`config.mk`:
```
export PLATFORM = sky130hd
export DESIGN_NAME = mix_engine
export DESIGN_NICKNAME = d
export VERILOG_FILES = /design/src/rtl/mix_engine.sv
export SDC_FILE = /design/constraint.sdc
export NUM_CORES = 2
export LEC_CHECK = 0
export BUFFER_PORTS_ARGS = -buffer_cell sky130_fd_sc_hd__buf_2
export CORE_MARGIN = 2
export CORE_UTILIZATION = 63
export CTS_CLUSTER_SIZE = 28
export DETAILED_ROUTE_END_ITERATION = 16
export PLACE_DENSITY = 0.87
export SETUP_SLACK_MARGIN = 0.05
export SYNTH_ARGS = -nofsm -noshare
export SYNTH_HDL_FRONTEND = slang
export SYNTH_SLANG_ARGS = --single-unit
```
`constraint.sdc`:
```
create_clock -name clk -period 23.5 [get_ports clk]
set_clock_uncertainty 0.2 [all_clocks]
set_input_delay 1.175 -clock clk [delete_from_list [all_inputs] [get_ports clk]]
set_output_delay 1.175 -clock clk [all_outputs]
set_load 0.01 [all_outputs]
```
`src/rtl/mix_engine.sv`:
```
// Iterative lane-mixing engine: LANES x WIDTH registers loaded from a seed and scrambled
// by a four-phase round (ADD, CHAIN, XSH, MUL) for a programmable number of rounds.
module mix_engine #(
    parameter int WIDTH = 32,
    parameter int LANES = 8,
    parameter int RW    = 8,
    parameter int SHL   = 16
) (
    input  logic                   clk,
    input  logic                   rst,
    input  logic                   start,
    input  logic [LANES*WIDTH-1:0] seed_i,
    input  logic [RW-1:0]          rounds_i,
    output logic                   busy,
    output logic                   done,
    output logic [LANES*WIDTH-1:0] state_o,
    output logic [WIDTH-1:0]       digest_o
);

    typedef enum logic {
        IDLE = 1'b0,
        RUN  = 1'b1
    } state_t;

    state_t           state_q, state_d;
    logic [1:0]       phase_q, phase_d;
    logic [RW-1:0]    cnt_q, cnt_d;
    logic             busy_q, busy_d;
    logic             done_q, done_d;
    logic [WIDTH-1:0] lane_q [LANES];
    logic [WIDTH-1:0] lane_d [LANES];
    logic [WIDTH-1:0] acc;
    logic [WIDTH-1:0] digest_acc;

    always_comb begin
        // NOTE: every variable gets a default before the case so no path leaves it unassigned (no latches).
        state_d = state_q;
        phase_d = phase_q;
        cnt_d   = cnt_q;
        busy_d  = busy_q;
        done_d  = 1'b0;
        lane_d  = lane_q;
        acc     = '0;

        unique case (state_q)
            IDLE: begin
                if (start) begin
                    for (int i = 0; i < LANES; i++) begin
                        lane_d[i] = seed_i[i*WIDTH +: WIDTH];
                    end
                    cnt_d   = rounds_i;
                    phase_d = 2'd0;
                    if (rounds_i != '0) begin
                        state_d = RUN;
                        busy_d  = 1'b1;
                    end else begin
                        done_d = 1'b1;
                    end
                end
            end
            RUN: begin
                phase_d = phase_q + 2'd1;
                unique case (phase_q)
                    2'd0: begin
                        for (int i = 0; i < LANES; i++) begin
                            lane_d[i] = lane_q[i] + WIDTH'(i);
                        end
                    end
                    2'd1: begin
                        // Ripple-carry style chain seeded by the last lane's old value.
                        acc = lane_q[LANES-1];
                        for (int i = 0; i < LANES; i++) begin
                            acc       = lane_q[i] + acc;
                            lane_d[i] = acc;
                        end
                    end
                    2'd2: begin
                        for (int i = 0; i < LANES; i++) begin
                            lane_d[i] = lane_q[i] ^ (lane_q[(i+3) % LANES] << SHL);
                        end
                    end
                    default: begin
                        for (int i = 0; i < LANES; i++) begin
                            lane_d[i] = lane_q[i] * WIDTH'(2*i+3) + WIDTH'(1);
                        end
                        cnt_d = cnt_q - 1'b1;
                        if (cnt_q == RW'(1)) begin
                            state_d = IDLE;
                            busy_d  = 1'b0;
                            done_d  = 1'b1;
                        end
                    end
                endcase
            end
            default: state_d = IDLE;
        endcase
    end

    always_ff @(posedge clk or posedge rst) begin
        if (rst) begin
            state_q <= IDLE;
            phase_q <= 2'd0;
            cnt_q   <= '0;
            busy_q  <= 1'b0;
            done_q  <= 1'b0;
            // NOTE: the lane array is reset element by element because state_o must read 0 right after reset.
            for (int i = 0; i < LANES; i++) begin
                lane_q[i] <= '0;
            end
        end else begin
            // NOTE: non-blocking assignments so every flop samples the pre-edge values.
            state_q <= state_d;
            phase_q <= phase_d;
            cnt_q   <= cnt_d;
            busy_q  <= busy_d;
            done_q  <= done_d;
            lane_q  <= lane_d;
        end
    end

    always_comb begin
        digest_acc = '0;
        for (int i = 0; i < LANES; i++) begin
            digest_acc = digest_acc ^ lane_q[i];
        end
    end

    for (genvar g = 0; g < LANES; g++) begin : g_pack
        assign state_o[g*WIDTH +: WIDTH] = lane_q[g];
    end

    assign busy     = busy_q;
    assign done     = done_q;
    assign digest_o = digest_acc;

endmodule

```
==> flow_results.org <==
** Status
- The run finished with clean final reports.

** Timing
- Worst slew margin :: 3.57%
- Of the available clock period, the critical path in the final layout requires 66.9%.
- Final sum of negative setup slack :: 0 ns
- In the post-route analysis, the smallest setup slack over all paths is 7.77 ns.
- For the pin with the worst max-slew slack, the measured transition is 1.44 ns.
- Minimum clock period after layout :: 15.73 ns
- Final Hold Vio Count :: 0
- For this run, the top clock speed supported by timing is 63.6 MHz.
- Setup-failing EPs final :: 0
- Setup repair after global routing missed its margin :: false
- Final Slew Violations :: 0

** Route
- The routed design has 254000 um of wire.
- Number of design-rule violations left by the first detailed-router iteration :: 8499
- After detailed routing, the average wire length per cell comes to 31.8 um.
- In the routed design, unresolved DRC markers number 0.
- In the routed layout, each cell is associated on average with a via count of 7.34.
- Summed over all nets, wire length on met3 after detailed routing comes to 43500 um.
- After detailed routing, no signal wire sits above met5.
- Overall via count from detail_route :: 58.6k
- The detail route stage leaves a number of antenna-violating nets equal to 0.
- DR WL met2 :: 96500 um
- Met1 WL :: 86200 um
- Iteration count of the initial detailed-routing pass :: 8

** Setup path
- Delay of the slowest critical-path stage :: 0.67 ns
- In this run the worst path has a maximum fanout of 10.
- Crit-path slowest cell :: a211oi_1
- CP Data Arrival Time :: 16.04 ns
- Worst path required time :: 23.81 ns
- Capturing point of the worst reg2reg path :: state_o[254]$_DFFE_PP0P_
- CP dominant cell by count :: ha_1
- The worst register-to-register path begins at state_o[224]$_DFFE_PP0P_.
- Critical path capture point type :: flop
- Worst R2R Path Depth :: 60
- Register-to-register setup slack :: 7.77 ns
- The worst setup path is of the reg2reg kind.
- Kind of start point of the critical path :: flop

** Clock tree
- The root buffer cell chosen for the clock tree is clkbuf_16.
- Number of gates given a new drive strength after cts :: 0
- H-tree depth :: 2
- Worst-path clk slew :: 0.06 ns
- Counting the buffers created by CTS gives 40.
- Counting every sink on the clock net gives 269.
- Latest clock arrival within the worst-skew pair :: 0.63 ns
- # Post-CTS Setup Buffers :: 0
- Buffers from clock root to sink, at most :: 3
- CTS tree :: built
- Count of hold buffers inserted by post-cts repair :: 0

** Run
- Number of max-capacitance violations reported :: 0

** Floorplan
- The die covers 83800 um^2.
- The region available for standard cell placement spans 80700 um^2.
- Num ports :: 557
- Starting utilization of the core area :: 63.7%
- After floorplanning, the core was divided into 104 placement rows.
- The die is 290 um tall.
- The die is 290 um wide.

** Logic synthesis
- Summing the areas of all fa, ha and maj instances in the mapped netlist gives 23.3% of the synthesized area.
- Yosys top cell area share :: 17.5%
- Largest cells by area after synthesis :: ha_1, dfrtp_1, xnor2_1, fa_1, a21oi_1
- Sequential share of the synthesized area :: 13.1%
- In this run, synthesis produced a sequential element count of 269.
- Mux cell area share after synthesis :: 2.82%
- Yosys instantiated no cell more often than ha_1.
- Top cells by instance count after synthesis :: ha_1, xnor2_1, a21oi_1, o21ai_0, nand2_1
- Counting distinct cell types in the post-synthesis netlist gives 95.
- Total number of yosys warnings :: 0
- Of the total synthesized cell area, the portion taken by AND, OR, NAND and NOR gates is 13.4%.
- Summed over all instances, the cell type with the most area after synthesis is ha_1.
- Synthesized netlist net count :: 7585
- For this run, the leading register cell type out of synthesis is dfrtp_1.
- The average instance in the mapped netlist occupies 7.96 um^2.
- Summing the areas of all compound-gate instances in the mapped netlist gives 27.9% of the synthesized area.
- Counting flops with a built-in enable in the synthesized netlist gives 0.
- Count of mapped cells out of synthesis :: 6452
- Async S/R FF share, synth :: 100%
- Of the total synthesized cell area, the portion taken by XOR and XNOR cells is 14.0%.
- The synthesized netlist occupies a cell area of 51400 um^2.
- By area, the combinational part of the netlist is dominated by compound AO/OA/AOI/OAI gates.

** Global route
- Largest net degree at the start of global routing :: 124
- The first global-routing pass estimated 359000 um of wire.
- Total Routing Usage GR :: 58.3%
- The number of antenna violations at the first check in global routing was 22.
- Global route overflow :: 0
- Via count of the first global-routing pass :: 54.9k

** Layout
- Summing all multi-input logic gate instances after layout gives 41900 um^2.
- Cells with a size suffix above 1 make up 12.4% of the layout.
- FF/Latch Area :: 6740 um^2
- The filler cells instantiated in the layout total 6390.
- For this run, the post-layout net count is 8012.
- Compared with the post-synthesis result, the final layout area differs by 11.0%.

** Worst hold path
- Capture endpoint of the worst hold path :: busy$_DFFE_PP0P_
- Hold Path Origin :: busy$_DFFE_PP0P_
- Count of cells along the worst hold path :: 2
- The tightest min-delay check is of the reg2reg type.

** Placed design
- At the placement stage, the worst setup path has a slack of 8.43 ns.
- Placer's final routability congestion estimate :: 1.14
- After legalization and detailed placement, the total HPWL measured 194000 um.
- Count of buffers from port buffering :: 556
sequential cells by signal, indices dropped and copies added (netlist names):
register,cells
done,1
cnt_q,8
busy,1
phase_q,2
state_o,256
state_q,1
kinds of logic after synthesis:
family,after synthesis
xor+xnor,812
simple gates,1455
mux,143
buf+inv,748
compound gates,2159
flops,269
fa+ha+maj,866
worst max path at each step:
| stage | from | to | slack (ns) | cells past startpoint |
|---|---|---|---|---|
| 2_1_floorplan | state_o[224]$_DFFE_PP0P_ | state_o[254]$_DFFE_PP0P_ | 11.93 | 61 |
| 3_3_place_gp | state_o[224]$_DFFE_PP0P_ | state_o[254]$_DFFE_PP0P_ | 8.61 | 60 |
| 3_5_place_dp | state_o[224]$_DFFE_PP0P_ | state_o[254]$_DFFE_PP0P_ | 8.43 | 60 |
| 4_1_cts | state_o[224]$_DFFE_PP0P_ | state_o[254]$_DFFE_PP0P_ | 8.38 | 60 |
| 5_1_grt | state_o[224]$_DFFE_PP0P_ | state_o[254]$_DFFE_PP0P_ | 7.41 | 60 |
| 6_report | state_o[224]$_DFFE_PP0P_ | state_o[254]$_DFFE_PP0P_ | 7.77 | 60 |
through the flow:
stage	area, um^2	hold WS (ns)	utilization (%)	std cells
2_1_floorplan	51400	0.274	-	6452
3_3_place_gp	55500	0.280	68.8	7897
3_5_place_dp	55500	0.333	68.8	7897
4_1_cts	57000	0.345	70.6	7971
5_1_grt	57000	0.355	70.6	7974
6_report	57000	0.346	70.7	7985
critical path, delay by kind of cell (launching register included):
kind / cells / cell delay (ns)
AO/OA/AOI/OAI: 19 / 4.79
XOR/XNOR: 6 / 1.69
adder cells (fa/ha/maj): 9 / 3.05
buffers and inverters: 3 / 0.21
flip-flops: 1 / 0.62
AND/OR/NAND/NOR: 23 / 5.04
placed cells by master, fill, tap and decap left out, types with 86 or more instances in the layout:
| cell type | netlist | routed |
|---|---|---|
| buf_2 | 2 | 555 |
| ha_1 | 717 | 713 |
| nand2_1 | 450 | 447 |
| dfrtp_1 | 269 | 268 |
| buf_4 | 0 | 123 |
| fa_1 | 149 | 149 |
| nor2_1 | 377 | 371 |
| a21o_1 | 176 | 176 |
| nand3_1 | 108 | 108 |
| o21ai_0 | 468 | 466 |
| mux2i_1 | 128 | 128 |
| xnor2_1 | 578 | 578 |
| a211oi_1 | 86 | 86 |
| xor2_1 | 228 | 228 |
| inv_1 | 447 | 443 |
| a21oi_1 | 531 | 531 |
| nor3_1 | 94 | 94 |
| a221oi_1 | 162 | 162 |
cell type report:
class                           instances  area share, %
Clock buffer                           50           2.04
Inverter                              450           2.98
Sequential cell                       269           11.8
Antenna cell                           14         0.0615
Timing Repair Buffer                  683           6.66
Tap cell                             1060           2.33
Clock inverter                         24          0.595
Multi-Input combinational cell       5435           73.5
per-layer routing:
metal,up-vias,global-route usage [%]
met4,20,49.7
met2,5465,79.9
met3,1629,25.3
met1,27000,69.3
li1,24400,-
met5,-,1.48
Power is left out: the tool's default activity adds up to more than one toggle a clock period on the data nets, which glitch-free logic cannot reach.
